### src/rtl/dmem_arb_pkg.sv
// Shared types for the bundle memory-slot arbiter:
// FSM states, default widths and the captured lane request.
package dmem_arb_pkg;

  localparam int DMEM_AW = 30;
  localparam int DMEM_DW = 32;

  typedef enum logic [2:0] {
    IDLE,
    ISSUE3,
    WAIT3,
    ISSUE4,
    WAIT4,
    DONE
  } arb_state_t;

  // Captured memory slot. re and we are mutually
  // exclusive once normalised (store wins).
  typedef struct packed {
    logic               re;
    logic               we;
    logic [DMEM_AW-1:0] addr;
    logic [DMEM_DW-1:0] data;
  } lane_req_t;

  function automatic logic lane_active(
    input lane_req_t l
  );
    return l.re | l.we;
  endfunction

  function automatic logic both_loads_same(
    input lane_req_t a,
    input lane_req_t b
  );
    return a.re & b.re & (a.addr == b.addr);
  endfunction

endpackage

### src/rtl/mem_lane_slot.sv
// Capture register for one memory lane of a bundle.
// Ports: clk/rst, ld_en loads re_i/we_i/addr_i/data_i;
// slot_o holds the normalised request (store over load).
module mem_lane_slot
  import dmem_arb_pkg::*;
(
  input  logic               clk,
  input  logic               rst,
  input  logic               ld_en,
  input  logic               re_i,
  input  logic               we_i,
  input  logic [DMEM_AW-1:0] addr_i,
  input  logic [DMEM_DW-1:0] data_i,
  output lane_req_t          slot_o
);

  lane_req_t slot_q;
  lane_req_t slot_d;

  always_comb begin
    slot_d = slot_q;
    if (ld_en) begin
      // both enables set means store
      slot_d.we   = we_i;
      slot_d.re   = re_i & ~we_i;
      slot_d.addr = addr_i;
      slot_d.data = data_i;
    end
  end

  always_ff @(posedge clk) begin
    if (rst) begin
      slot_q <= '0;
    end else begin
      slot_q <= slot_d;
    end
  end

  assign slot_o = slot_q;

endmodule

### src/rtl/dmem_lane_arbiter.sv
// Serialises bundle memory lanes 3 and 4 onto one cache port.
// Ports: dec_* lane requests in, ext_stall in, mem_stall out,
// c_* cache request/response, wb_memdata3/4 load results.
module dmem_lane_arbiter
  import dmem_arb_pkg::*;
#(
  parameter int AW = DMEM_AW,
  parameter int DW = DMEM_DW
) (
  input  logic          clk,
  input  logic          rst,
  input  logic          dec_mre3,
  input  logic          dec_mwe3,
  input  logic [AW-1:0] daddr3,
  input  logic [DW-1:0] op32,
  input  logic          dec_mre4,
  input  logic          dec_mwe4,
  input  logic [AW-1:0] daddr4,
  input  logic [DW-1:0] op42,
  input  logic          ext_stall,
  output logic          mem_stall,
  output logic          c_req,
  output logic          c_we,
  output logic [AW-1:0] c_addr,
  output logic [DW-1:0] c_wdata,
  input  logic          c_ready,
  input  logic          c_rvalid,
  input  logic [DW-1:0] c_rdata,
  output logic [DW-1:0] wb_memdata3,
  output logic [DW-1:0] wb_memdata4
);

  arb_state_t    state_q;
  arb_state_t    state_d;
  logic [DW-1:0] wb3_q;
  logic [DW-1:0] wb3_d;
  logic [DW-1:0] wb4_q;
  logic [DW-1:0] wb4_d;

  lane_req_t l3;
  lane_req_t l4;

  logic act3_in;
  logic act4_in;
  logic cap_en;
  logic busy;

  assign act3_in = dec_mre3 | dec_mwe3;
  assign act4_in = dec_mre4 | dec_mwe4;

  // Capture only on the IDLE cycle that starts a bundle.
  assign cap_en = (state_q == IDLE)
                & (act3_in | act4_in)
                & ~ext_stall;

  mem_lane_slot u_slot3 (
    .clk    (clk),
    .rst    (rst),
    .ld_en  (cap_en),
    .re_i   (dec_mre3),
    .we_i   (dec_mwe3),
    .addr_i (daddr3),
    .data_i (op32),
    .slot_o (l3)
  );

  mem_lane_slot u_slot4 (
    .clk    (clk),
    .rst    (rst),
    .ld_en  (cap_en),
    .re_i   (dec_mre4),
    .we_i   (dec_mwe4),
    .addr_i (daddr4),
    .data_i (op42),
    .slot_o (l4)
  );

  always_comb begin
    state_d = state_q;
    wb3_d   = wb3_q;
    wb4_d   = wb4_q;
    c_req   = 1'b0;
    c_we    = 1'b0;
    c_addr  = '0;
    c_wdata = '0;
    busy    = 1'b0;
    unique case (state_q)
      IDLE: begin
        if (cap_en) begin
          state_d = act3_in ? ISSUE3 : ISSUE4;
        end
      end
      ISSUE3: begin
        busy    = 1'b1;
        c_req   = 1'b1;
        c_we    = l3.we;
        c_addr  = l3.addr;
        c_wdata = l3.data;
        if (c_ready) begin
          state_d = WAIT3;
        end
      end
      WAIT3: begin
        busy = 1'b1;
        if (c_rvalid) begin
          if (l3.re) begin
            wb3_d = c_rdata;
          end
          // load/load to one word: share the response
          if (both_loads_same(l3, l4)) begin
            wb4_d   = c_rdata;
            state_d = DONE;
          end else if (lane_active(l4)) begin
            state_d = ISSUE4;
          end else begin
            state_d = DONE;
          end
        end
      end
      ISSUE4: begin
        busy    = 1'b1;
        c_req   = 1'b1;
        c_we    = l4.we;
        c_addr  = l4.addr;
        c_wdata = l4.data;
        if (c_ready) begin
          state_d = WAIT4;
        end
      end
      WAIT4: begin
        busy = 1'b1;
        if (c_rvalid) begin
          if (l4.re) begin
            wb4_d = c_rdata;
          end
          state_d = DONE;
        end
      end
      DONE: begin
        // hold here so a stalled bundle is not replayed
        if (!ext_stall) begin
          state_d = IDLE;
        end
      end
      default: begin
        state_d = IDLE;
      end
    endcase
  end

  assign mem_stall = cap_en | busy;

  always_ff @(posedge clk) begin
    if (rst) begin
      state_q <= IDLE;
      wb3_q   <= '0;
      wb4_q   <= '0;
    end else begin
      state_q <= state_d;
      wb3_q   <= wb3_d;
      wb4_q   <= wb4_d;
    end
  end

  assign wb_memdata3 = wb3_q;
  assign wb_memdata4 = wb4_q;

endmodule

### config.mk
export PLATFORM = sky130hd
export DESIGN_NAME = dmem_lane_arbiter
export DESIGN_NICKNAME = d
export VERILOG_FILES = /design/src/rtl/dmem_arb_pkg.sv /design/src/rtl/mem_lane_slot.sv /design/src/rtl/dmem_lane_arbiter.sv
export SDC_FILE = /design/constraint.sdc
export NUM_CORES = 1
export LEC_CHECK = 0
export ABC_CLOCK_PERIOD_IN_PS = 4500
export CAP_MARGIN = 10
export CELL_PAD_IN_SITES_DETAIL_PLACEMENT = 0
export CELL_PAD_IN_SITES_GLOBAL_PLACEMENT = 2
export CORE_ASPECT_RATIO = 0.75
export CORE_MARGIN = 8
export CORE_UTILIZATION = 27
export DETAILED_ROUTE_END_ITERATION = 7
export PLACE_DENSITY_LB_ADDON = 0.1
export SYNTH_ARGS = -nofsm -noshare
export SYNTH_HDL_FRONTEND = slang
export SYNTH_SLANG_ARGS = --single-unit
### constraint.sdc
create_clock -name clk -period 4.5 [get_ports clk]
set_input_delay 0.675 -clock clk [delete_from_list [all_inputs] [get_ports clk]]
set_output_delay 0.675 -clock clk [all_outputs]
set_load 0.005 [all_outputs]
==> results of run 1 <==
## routing by layer
metal / track usage / share of wire
met1: 0.222 / 0.47
met2: 0.267 / 0.45
met3: 0.0589 / 0.069
met4: 0.0312 / 0.0074
met5: 0 / 0.0030
## cell type report
cell class	instances	area, um2	area share
inverter	4	15.0	0.00118
timing repair buffer	309	3080	0.241
antenna	1	2.50	0.000196
tap	450	563	0.0442
sequential	195	3910	0.306
multi-input combinational	877	4590	0.360
clock inverter	15	169	0.0132
clock buffer	17	425	0.0334
## power breakdown
group,leakage (nW),switching [mW],internal [mW]
sequential,1.59,0.168,1.93
clock,0.284,0.769,0.836
combinational,2.47,0.792,0.592
## cells by family (layout without fill, tap and decap cells)
logic type,Yosys count,after routing,synth area share
XOR/XNOR,31,31,0.0302
buffers and inverters,108,345,0.0585
other,0,1,0
multiplexers,63,63,0.0701
AND/OR/NAND/NOR,547,547,0.261
AO/OA/AOI/OAI,236,236,0.147
flip-flops,195,195,0.434
## cell usage in the layout (no fill, tap or decap), types with 2 or more instances in the layout
cell and n:
sky130_fd_sc_hd__nand2_1 353, sky130_fd_sc_hd__clkdlybuf4s50_1 292, sky130_fd_sc_hd__a21oi_1 196, sky130_fd_sc_hd__dfxtp_1 194
sky130_fd_sc_hd__nor2_1 67, sky130_fd_sc_hd__mux2i_1 63, sky130_fd_sc_hd__nor3_1 35, sky130_fd_sc_hd__nand4_1 34
sky130_fd_sc_hd__nor2b_1 33, sky130_fd_sc_hd__o311ai_0 32, sky130_fd_sc_hd__xor2_1 30, sky130_fd_sc_hd__clkbuf_16 17
sky130_fd_sc_hd__buf_4 14, sky130_fd_sc_hd__nor4_1 8, sky130_fd_sc_hd__inv_6 6, sky130_fd_sc_hd__inv_1 4
sky130_fd_sc_hd__o21ai_0 3, sky130_fd_sc_hd__clkinvlp_4 3, sky130_fd_sc_hd__nand2b_1 2, sky130_fd_sc_hd__nand3_1 2
sky130_fd_sc_hd__nor2_4 2, sky130_fd_sc_hd__and4_1 2, sky130_fd_sc_hd__nand3b_1 2, sky130_fd_sc_hd__clkinv_4 2
sky130_fd_sc_hd__bufinv_16 2, sky130_fd_sc_hd__buf_12 2
## worst max-delay path, stage by stage, from the launching register on
cell and delay, ns:
sky130_fd_sc_hd__dfxtp_4 0.70, sky130_fd_sc_hd__buf_4 0.75, sky130_fd_sc_hd__mux2i_1 0.17, sky130_fd_sc_hd__nor2_1 0.25
sky130_fd_sc_hd__clkdlybuf4s50_1 0.57
## final timing paths
path,endpoint,slack [ns],cells past startpoint
min,u_slot3.slot_o[11]$_SDFFE_PP0P_,0.45,2
max reg2reg,u_slot3.slot_o[10]$_SDFFE_PP0P_,1.59,6
max,c_wdata[18],0.87,4
min reg2reg,u_slot3.slot_o[11]$_SDFFE_PP0P_,0.45,2
## flip-flops by register name (all words and copies together) (netlist names)
register / count
u_slot4.slot_o: 64
state_q: 3
wb_memdata3: 32
u_slot3.slot_o: 64
wb_memdata4: 32
==> metrics.md, run 1 <==
| Metric | Value |
|---|---|
| Final number of setup-violating endpoints | `0` |
| Pin count of the biggest net entering global routing | `129` |
| Count of clock tree sinks | `195` |
| Cell area after layout | `0.0128 mm2` |
| Total Routed Length | `34.0 mm` |
| Tcrit/Tclk final | `0.806` |
| Maxcap violations | `0` |
| Die X-Extent | `227 um` |
| Buffer depth of the longest clock path | `2` |
| Hold WC Path Type | `reg -> reg` |
| Worst Setup Path Type | `reg -> out` |
| Area growth syn-to-layout | `41.7%` |
| Core box area | `0.0332 mm2` |
| DP Wirelength | `22.8 mm` |
| Cells after synthesis | `1,180` |
| Unrepaired setup endpoints after global routing | `false` |
| Data arrival time at the worst-slack endpoint | `2.95 ns` |
| Starting density of the core | `0.271` |
| Initial antenna violation count | `7` |
| Worst setup path start | `state_q[1]$_SDFFE_PP0P_` |
| Post-synthesis instance area | `0.00900 mm2` |
| Avg Cell Area, Syn | `7.63 um2` |
| Total number of vias | `8,757` |
| Later-pin clock latency in the skew report | `0.45 ns` |
| Fraction of final layout cells with drive strength greater than 1 | `0.0395` |
| Slew Viols, Final | `0` |
| Hold_buf cts | `0` |
| Final core occ | `0.384` |
| Worst setup slack before clock tree synthesis | `1.14 ns` |
| Final worst slack | `0.873 ns` |
| Gr ovfl total | `0` |
| Maximum level of the CTS H-tree | `4` |
| Area share of the leading cell type in the synthesized netlist | `0.434` |
| Routability-driven placement congestion ratio | `0.740` |
| Power density relative to cell area | `399 mW/mm2` |
| Master cell of the clock root buffer | `sky130_fd_sc_hd__clkbuf_16` |
| Routed wire per std cell | `18.2 um` |
| Overall power of the completed layout | `5.09 mW` |
| Result of the run | `complete, no violations` |
| Tot GR Track Use | `0.169` |
| Cell type with the highest aggregate area in the netlist | `sky130_fd_sc_hd__dfxtp_1` |
| Number of remaining DRC errors | `0` |
| Most common flop cell mapped by yosys | `sky130_fd_sc_hd__dfxtp_1` |
| Worst slew pin tran | `1.04 ns` |
| Hold Path Origin | `u_slot3.slot_o[11]$_SDFFE_PP0P_` |
| Most numerous cell types in the synthesized netlist | `sky130_fd_sc_hd__nand2_1 (354), sky130_fd_sc_hd__a21oi_1 (196), sky130_fd_sc_hd__dfxtp_1 (195), sky130_fd_sc_hd__nor2_1 (68), sky130_fd_sc_hd__mux2i_1 (63)` |
| Placed inst area | `0.0122 mm2` |
| Clock slew at the register clock pins of the worst setup and hold paths | `0.07 ns` |
| Ratio of routed vias to standard cells | `4.69` |
| Non-Filler Instances | `1,868` |
| PostCTS Resize Cnt | `0` |
| Worst reg2reg path startpoint | `state_q[1]$_SDFFE_PP0P_` |
| Synth cell types | `34` |
| Filler instances | `3,537` |
| EDFF count, synth | `0` |
| Via count of the first global-routing pass | `8,655` |
| Post-CTS Setup Inserts | `0` |
| Leakage power total | `4.35 nW` |
| Buffers on Ports | `293` |
| Max_slew headroom | `0.305` |
| Final #Nets | `1,569` |
| Worst setup skew after layout | `0.0128 ns` |
| Post-layout minimum cycle time | `3.63 ns` |
| Synthesis Warnings | `0` |
| Vertical extent of the die | `174 um` |
| Syn_nets | `1,345` |
| Setup_tns | `0 ns` |
| Total die area | `0.0395 mm2` |
| Sequential cell area fraction in the yosys report | `0.434` |
| Clock tree from TritonCTS | `yes` |
| DRC violation total after the first TritonRoute iteration | `487` |
| Residual antenna-violating net count after detailed routing | `0` |
| First-pass GRT wire length | `52.0 mm` |
| Crit path max fanout | `41` |
| Final hold vios | `0` |
| Placed instance count | `1,835` |
| 1st-pass router iterations | `6` |
| Count of pins on the block boundary | `294` |
| Startpoint type of the worst setup path | `flip-flop` |
| Required time at the endpoint of the critical path | `3.83 ns` |
| Number of buffers inserted during clock tree synthesis | `17` |
| Cell with the most instances after synthesis | `sky130_fd_sc_hd__nand2_1` |
| Synth top area cells | `sky130_fd_sc_hd__dfxtp_1 (43%), sky130_fd_sc_hd__nand2_1 (15%), sky130_fd_sc_hd__a21oi_1 (11%)` |
| Row count | `58` |
| Top achievable clock speed | `0.276 GHz` |
| FFs w/ async S/R, synth | `0` |
| Endpoint class of the critical path | `primary output` |
| Hold slack | `0.454 ns` |
| Synthesis-stage register bit count | `195` |
| Largest voltage drop on the vdd net | `178 uV` |
Note: power is estimated with default switching activity, not from simulation.
==> run 2: changes to the inputs <==
--- a/config.mk
+++ b/config.mk
@@ -5,13 +5,13 @@
 export SDC_FILE = /design/constraint.sdc
 export NUM_CORES = 1
 export LEC_CHECK = 0
-export ABC_CLOCK_PERIOD_IN_PS = 4500
+export ABC_CLOCK_PERIOD_IN_PS = 3300
 export CAP_MARGIN = 10
 export CELL_PAD_IN_SITES_DETAIL_PLACEMENT = 0
 export CELL_PAD_IN_SITES_GLOBAL_PLACEMENT = 2
 export CORE_ASPECT_RATIO = 0.75
 export CORE_MARGIN = 8
-export CORE_UTILIZATION = 27
+export CORE_UTILIZATION = 23
 export DETAILED_ROUTE_END_ITERATION = 7
 export PLACE_DENSITY_LB_ADDON = 0.1
 export SYNTH_ARGS = -nofsm -noshare
==> constraint.sdc (replaced) <==
create_clock -name clk -period 3.3 [get_ports clk]
set_input_delay 0.495 -clock clk [delete_from_list [all_inputs] [get_ports clk]]
set_output_delay 0.495 -clock clk [all_outputs]
set_load 0.005 [all_outputs]
==> metrics.md, run 2 (same netlist as run 1, synthesis figures left out) <==
| Metric | Value |
|---|---|
| Result of the run | `complete, no violations` |
| Routability-driven placement congestion ratio | `0.726 (-1.9%)` |
| Largest voltage drop on the vdd net | `358 uV (+100%)` |
| Pint | `4.71 mW (+40%)` |
| Hold Path Origin | `u_slot3.slot_o[11]$_SDFFE_PP0P_` |
| Metal1 wirelength | `17.4 mm (+9.4%)` |
| Hold slack | `0.454 ns (+0.0000280 ns)` |
| Total Routed Length | `35.7 mm (+5.0%)` |
| Worst setup path start | `state_q[0]$_SDFFE_PP0P_` |
| Final #Nets | `1,570 (+0.064%)` |
| Data arrival time at the worst-slack endpoint | `2.43 ns (-0.52 ns)` |
| Worst slew pin tran | `1.06 ns (+0.0129 ns)` |
| Clock slew at the register clock pins of the worst setup and hold paths | `0.08 ns (about the same)` |
| Row count | `62 (+6.9%)` |
| 1st-pass router iterations | `4 (-2)` |
| Unrepaired setup endpoints after global routing | `false` |
| Slew Viols, Final | `0 (unchanged)` |
| Filler instances | `4,190 (+18%)` |
| Vertical extent of the die | `187 um (+7.6%)` |
| Die X-Extent | `244 um (+7.8%)` |
| Overall power of the completed layout | `7.05 mW (+39%)` |
| Initial antenna violation count | `9 (+2)` |
| Ratio of routed vias to standard cells | `4.52 (-3.6%)` |
| Master cell of the clock root buffer | `sky130_fd_sc_hd__clkbuf_16` |
| Max_slew headroom | `0.296 (-0.00858)` |
| Leakage power total | `4.38 nW (+0.90%)` |
| Residual antenna-violating net count after detailed routing | `0 (unchanged)` |
| Buffers plus inverters on the worst setup path | `2 (unchanged)` |
| Hold_buf cts | `0 (unchanged)` |
| Maxcap violations | `0 (unchanged)` |
| Buffers on Ports | `293 (unchanged)` |
| Buffer depth of the longest clock path | `2 (unchanged)` |
| First-pass GRT wire length | `55.2 mm (+6.2%)` |
| DRC violation total after the first TritonRoute iteration | `503 (+3.3%)` |
| Maximum level of the CTS H-tree | `4 (unchanged)` |
| Startpoint type of the worst setup path | `flip-flop` |
| Share of total power in sequential cells | `0.400 (-0.012)` |
| Post-CTS Setup Inserts | `0 (unchanged)` |
| Top achievable clock speed | `0.342 GHz` |
| Endpoint class of the critical path | `primary output` |
| Worst flop-to-flop path endpoint | `u_slot4.slot_o[41]$_SDFFE_PP0P_` |
| Count of clock tree sinks | `195 (unchanged)` |
| CP max-delay cell | `sky130_fd_sc_hd__clkdlybuf4s50_1` |
| Worst Setup Path Type | `reg -> out` |
| Commonest non-fill, non-tap cells in the layout | `sky130_fd_sc_hd__nand2_1 (353), sky130_fd_sc_hd__clkdlybuf4s50_1 (292), sky130_fd_sc_hd__a21oi_1 (196), sky130_fd_sc_hd__dfxtp_1 (194), sky130_fd_sc_hd__nor2_1 (67)` |
| Worst reg2reg path startpoint | `state_q[0]$_SDFFE_PP0P_` |
| Uppermost layer routed | `met5` |
| Count of pins on the block boundary | `294 (unchanged)` |
| Fraction of final layout cells with drive strength greater than 1 | `0.0381 (-0.00141)` |
| Hold Path Sink | `u_slot3.slot_o[11]$_SDFFE_PP0P_` |
| Gr ovfl total | `0 (unchanged)` |
| Largest delay contributor family on the critical path | `buffers and inverters` |
| Number of remaining DRC errors | `0 (unchanged)` |
| Number of buffers inserted during clock tree synthesis | `17 (unchanged)` |
| Final hold vios | `0 (unchanged)` |
| Final number of setup-violating endpoints | `0 (unchanged)` |
| Worst setup skew after layout | `0.0148 ns (+0.00202 ns)` |
| Net switching fraction of the power | `0.332 (-0.00842)` |
| Hold WC Path Type | `reg -> reg` |
| Tot GR Track Use | `0.153 (-0.0161)` |
| DP Wirelength | `23.4 mm (+2.7%)` |
| PostCTS Resize Cnt | `0 (unchanged)` |
| Comb power frac | `0.282 (+0.010)` |
| Later-pin clock latency in the skew report | `0.45 ns (about the same)` |
| Starting density of the core | `0.234 (-0.0370)` |
| Core box area | `0.0384 mm2 (+16%)` |
| Cells along the critical path | `nand2_2 > buf_12 > nor2_1 > clkdlybuf4s50_1` |
| Clock tree from TritonCTS | `yes` |
| Required time at the endpoint of the critical path | `2.80 ns (-1.03 ns)` |
| Crit path max fanout | `52 (+27%)` |
| Most frequent standard cell in the layout excluding fill and tap cells | `sky130_fd_sc_hd__nand2_1` |
| Worst Hold Path Cells | `2 (unchanged)` |
| Total die area | `0.0458 mm2 (+16%)` |
| Critical Path Max Stage Delay | `0.56 ns (-0.19 ns)` |
| Antenna Diode Count | `0 (-1)` |
| Switching Power | `2.34 mW (+35%)` |
| Power density relative to cell area | `546 mW/mm2 (+37%)` |
| Tcrit/Tclk final | `0.885` |
| Routed wire per std cell | `18.5 um (+1.6%)` |
| Clock network power share | `0.319 (+0.003)` |
| Setup_tns | `0 ns (unchanged)` |
| Pin count of the biggest net entering global routing | `196 (+52%)` |
| Area growth syn-to-layout | `43.5%` |
| DR WL met3 | `2.34 mm (-0.30%)` |
| Total number of vias | `8,717 (-0.46%)` |
| Via count of the first global-routing pass | `8,925 (+3.1%)` |
| Met2 wirelength from detailed routing | `15.7 mm (+1.3%)` |
| Worst reg2reg setup slack | `0.96 ns (-0.63 ns)` |
| Worst r2r path cells | `5 (-1)` |
| Post-layout minimum cycle time | `2.92 ns` |
-- run 2: power by group through the flow --
stage	sequential, mW	clock, mW	combinational [mW]
2_1_floorplan	2.82	0	1.25
3_3_place_gp	2.87	0	2.04
3_5_place_dp	2.88	0	2.05
4_1_cts	2.82	2.35	2.05
5_1_grt	2.86	2.45	2.23
6_report	2.82	2.25	1.99
-- run 2: layer usage --
layer,global-route usage,up-vias
li1,-,4435
met4,0.0227,18
met1,0.209,4065
met5,0,-
met3,0.0582,27
met2,0.230,172
-- run 2: worst max-delay path by stage --
stage                                           end  slack (ns)  depth (start not counted)
finish                                   c_addr[10]        0.38                          4
global route                             c_addr[10]        0.22                          4
CTS                                      c_addr[10]        0.32                          4
detailed placement  u_slot3.slot_o[32]$_SDFFE_PP0P_        0.46                          7
global placement    u_slot3.slot_o[47]$_SDFFE_PP0P_        0.42                          7
floorplan                                 mem_stall        1.36                          7
-- run 2: worst reg2reg max path: cells and delay by family (launching register included) --
| family | cells | cell delay, ns |
|---|---|---|
| DFF | 1 | 0.42 |
| buffers and inverters | 1 | 0.39 |
| AOI/OAI and AO/OA | 1 | 0.08 |
| and+or+nand+nor | 3 | 1.31 |
-- run 2: layout make-up --
cell class	instances	area (um2)	share of cell area
Tap cell	512	641	0.0496
Sequential cell	195	3910	0.303
Multi-Input combinational cell	877	4580	0.355
Clock buffer	21	460	0.0356
Inverter	4	15.0	0.00116
Clock inverter	10	146	0.0113
Timing Repair Buffer	310	3160	0.245
-- run 2: per-stage QoR --
stage / utilization / std cells / instance area [um2] / setup WS, ns
final: 0.336 / 1929 / 12900 / 0.380
after global routing: 0.336 / 1929 / 12900 / 0.220
after CTS: 0.336 / 1929 / 12900 / 0.325
after detailed placement: 0.321 / 1898 / 12300 / 0.461
after global placement: 0.321 / 1898 / 12300 / 0.419
after floorplan: - / 1180 / 9000 / 1.36
==> run 3: changes to the inputs <==
--- a/config.mk
+++ b/config.mk
@@ -5,13 +5,12 @@
 export SDC_FILE = /design/constraint.sdc
 export NUM_CORES = 1
 export LEC_CHECK = 0
-export ABC_CLOCK_PERIOD_IN_PS = 3300
+export ABC_CLOCK_PERIOD_IN_PS = 2800
 export CAP_MARGIN = 10
 export CELL_PAD_IN_SITES_DETAIL_PLACEMENT = 0
 export CELL_PAD_IN_SITES_GLOBAL_PLACEMENT = 2
 export CORE_ASPECT_RATIO = 0.75
-export CORE_MARGIN = 8
-export CORE_UTILIZATION = 23
+export CORE_UTILIZATION = 25
 export DETAILED_ROUTE_END_ITERATION = 7
 export PLACE_DENSITY_LB_ADDON = 0.1
 export SYNTH_ARGS = -nofsm -noshare
==> constraint.sdc (replaced) <==
create_clock -name clk -period 2.8 [get_ports clk]
set_input_delay 0.42 -clock clk [delete_from_list [all_inputs] [get_ports clk]]
set_output_delay 0.42 -clock clk [all_outputs]
set_load 0.005 [all_outputs]
==> metrics.md, run 3 (same netlist as run 1, synthesis figures left out) <==
| Metric | Value |
|---|---|
| Final number of setup-violating endpoints | `0 (unchanged)` |
| Count of clock tree sinks | `195 (unchanged)` |
| Largest voltage drop on the vdd net | `304 uV (-15%)` |
| Via count of the first global-routing pass | `8,427 (-5.6%)` |
| Maxcap violations | `0 (unchanged)` |
| Row count | `59 (-4.8%)` |
| Final hold vios | `0 (unchanged)` |
| Result of the run | `complete, no violations` |
| Later-pin clock latency in the skew report | `0.45 ns (about the same)` |
| Worst r2r path cells | `7 (+2)` |
| Vertical extent of the die | `166 um (-11%)` |
| Total Routed Length | `32.4 mm (-9.2%)` |
| Power density relative to cell area | `626 mW/mm2 (+15%)` |
| Number of buffers inserted during clock tree synthesis | `17 (unchanged)` |
| Total number of vias | `8,714 (-0.034%)` |
| Starting density of the core | `0.257 (+0.0223)` |
| Pin count of the biggest net entering global routing | `196 (unchanged)` |
| Max_slew headroom | `0.256 (-0.0398)` |
| Clock tree from TritonCTS | `yes` |
| Buffers on Ports | `293 (unchanged)` |
| Tcrit/Tclk final | `0.929` |
| Crit path max fanout | `6 (-88%)` |
| Fraction of final layout cells with drive strength greater than 1 | `0.0435 (+0.00537)` |
| Worst reg2reg path startpoint | `u_slot3.slot_o[51]$_SDFFE_PP0P_` |
| Tot GR Track Use | `0.175 (+0.0218)` |
| Most frequent standard cell in the layout excluding fill and tap cells | `sky130_fd_sc_hd__nand2_1` |
| Setup_tns | `0 ns (unchanged)` |
| 1st-pass router iterations | `6 (+2)` |
| Master cell of the clock root buffer | `sky130_fd_sc_hd__clkbuf_16` |
| Required time at the endpoint of the critical path | `2.38 ns (-0.42 ns)` |
| DP Wirelength | `20.9 mm (-11%)` |
| PostCTS Resize Cnt | `0 (unchanged)` |
| Post-layout minimum cycle time | `2.60 ns` |
| Worst Setup Path Type | `reg -> out` |
| Top achievable clock speed | `0.384 GHz` |
| Area growth syn-to-layout | `42.6%` |
| Worst reg2reg setup slack | `0.50 ns (-0.46 ns)` |
| Unrepaired setup endpoints after global routing | `false` |
| Post-CTS Setup Inserts | `0 (unchanged)` |
| Filler instances | `3,748 (-11%)` |
| Overall power of the completed layout | `8.03 mW (+14%)` |
| Worst setup skew after layout | `0.0165 ns (+0.00165 ns)` |
| Slew Viols, Final | `0 (unchanged)` |
| Clock slew at the register clock pins of the worst setup and hold paths | `0.07 ns (about the same)` |
| Final #Nets | `1,578 (+0.51%)` |
| Worst flop-to-flop path endpoint | `wb_memdata4[23]$_SDFFE_PP0P_` |
| Leakage power total | `4.39 nW (about the same)` |
| Hold_buf cts | `0 (unchanged)` |
| DRC violation total after the first TritonRoute iteration | `526 (+4.6%)` |
| Startpoint type of the worst setup path | `flip-flop` |
| Hold WC Path Type | `reg -> reg` |
| Worst setup path start | `state_q[1]$_SDFFE_PP0P_` |
| Total die area | `0.0368 mm2 (-20%)` |
| Buffer depth of the longest clock path | `2 (unchanged)` |
| Maximum level of the CTS H-tree | `4 (unchanged)` |
| Worst slew pin tran | `1.12 ns (+0.0597 ns)` |
| Commonest non-fill, non-tap cells in the layout | `sky130_fd_sc_hd__nand2_1 (353), sky130_fd_sc_hd__clkdlybuf4s50_1 (292), sky130_fd_sc_hd__a21oi_1 (196), sky130_fd_sc_hd__dfxtp_1 (194), sky130_fd_sc_hd__nor2_1 (67)` |
| Endpoint class of the critical path | `primary output` |
| Core box area | `0.0351 mm2 (-8.7%)` |
| Data arrival time at the worst-slack endpoint | `2.18 ns (-0.25 ns)` |
| Count of pins on the block boundary | `294 (unchanged)` |
| Ratio of routed vias to standard cells | `4.62 (+2.3%)` |
| First-pass GRT wire length | `50.2 mm (-9.1%)` |
| Residual antenna-violating net count after detailed routing | `0 (unchanged)` |
| Number of remaining DRC errors | `0 (unchanged)` |
| Routability-driven placement congestion ratio | `0.739 (+1.8%)` |
| Crit path to | `mem_stall` |
| Initial antenna violation count | `4 (-5)` |
| Routed wire per std cell | `17.2 um (-7.1%)` |
| Gr ovfl total | `0 (unchanged)` |
| Die X-Extent | `221 um (-9.5%)` |
-- run 3: power breakdown --
part	leakage (nW)	total (mW)	switching, mW	internal [mW]
Combinational	2.54	2.38	1.36	1.01
Sequential	1.59	3.31	0.213	3.10
Clock	0.258	2.34	1.17	1.17
Total	4.39	8.03	2.75	5.28
-- run 3: per-layer routing --
metal | share of wire | track usage | wire length (um) | vias to the layer above
met5 | 0 | 0 | 0 | -
met3 | 0.060 | 0.0586 | 1940 | 24
met1 | 0.49 | 0.236 | 15800 | 4059
met2 | 0.44 | 0.264 | 14200 | 177
li1 | - | - | - | 4454
met4 | 0.014 | 0.0483 | 469 | 0
-- run 3: stage by stage --
stage | hold slack, ns | area, um2 | setup WS, ns | cells | util
global route | 0.471 | 12800 | 0.0920 | 1883 | 0.366
CTS | 0.457 | 12800 | 0.138 | 1883 | 0.366
finish | 0.454 | 12800 | 0.199 | 1885 | 0.366
global placement | 0.443 | 12300 | 0.212 | 1851 | 0.351
floorplan | 0.436 | 9000 | 0.940 | 1180 | -
detailed placement | 0.446 | 12300 | 0.279 | 1851 | 0.351
-- run 3: final cells by class --
| class | instances | area, um2 | area share |
|---|---|---|---|
| timing repair buffer | 318 | 3220 | 0.251 |
| sequential | 195 | 3910 | 0.304 |
| multi-input combinational | 877 | 4580 | 0.357 |
| antenna | 2 | 5.00 | 0.000390 |
| inverter | 4 | 15.0 | 0.00117 |
| tap | 457 | 572 | 0.0446 |
| clock inverter | 11 | 78.8 | 0.00614 |
| clock buffer | 21 | 450 | 0.0351 |
-- run 3: worst min-delay path by stage --
stage / start / depth (start not counted) / to / slack [ns]
CTS: u_slot3.slot_o[11]$_SDFFE_PP0P_ / 2 / u_slot3.slot_o[11]$_SDFFE_PP0P_ / 0.46
detailed placement: u_slot4.slot_o[29]$_SDFFE_PP0P_ / 2 / u_slot4.slot_o[29]$_SDFFE_PP0P_ / 0.45
floorplan: u_slot3.slot_o[0]$_SDFFE_PP0P_ / 2 / u_slot3.slot_o[0]$_SDFFE_PP0P_ / 0.44
global placement: wb_memdata3[0]$_SDFFE_PP0P_ / 2 / wb_memdata3[0]$_SDFFE_PP0P_ / 0.44
finish: wb_memdata3[0]$_SDFFE_PP0P_ / 2 / wb_memdata3[0]$_SDFFE_PP0P_ / 0.45
global route: u_slot3.slot_o[28]$_SDFFE_PP0P_ / 2 / u_slot3.slot_o[28]$_SDFFE_PP0P_ / 0.47
-- run 3: critical path: stages, from the launching register on --
cell	delay, ns
sky130_fd_sc_hd__dfxtp_4	0.35
sky130_fd_sc_hd__or2_1	0.35
sky130_fd_sc_hd__nor4_4	0.27
sky130_fd_sc_hd__nor3_1	0.07
sky130_fd_sc_hd__a21oi_1	0.13
sky130_fd_sc_hd__clkdlybuf4s50_1	0.58
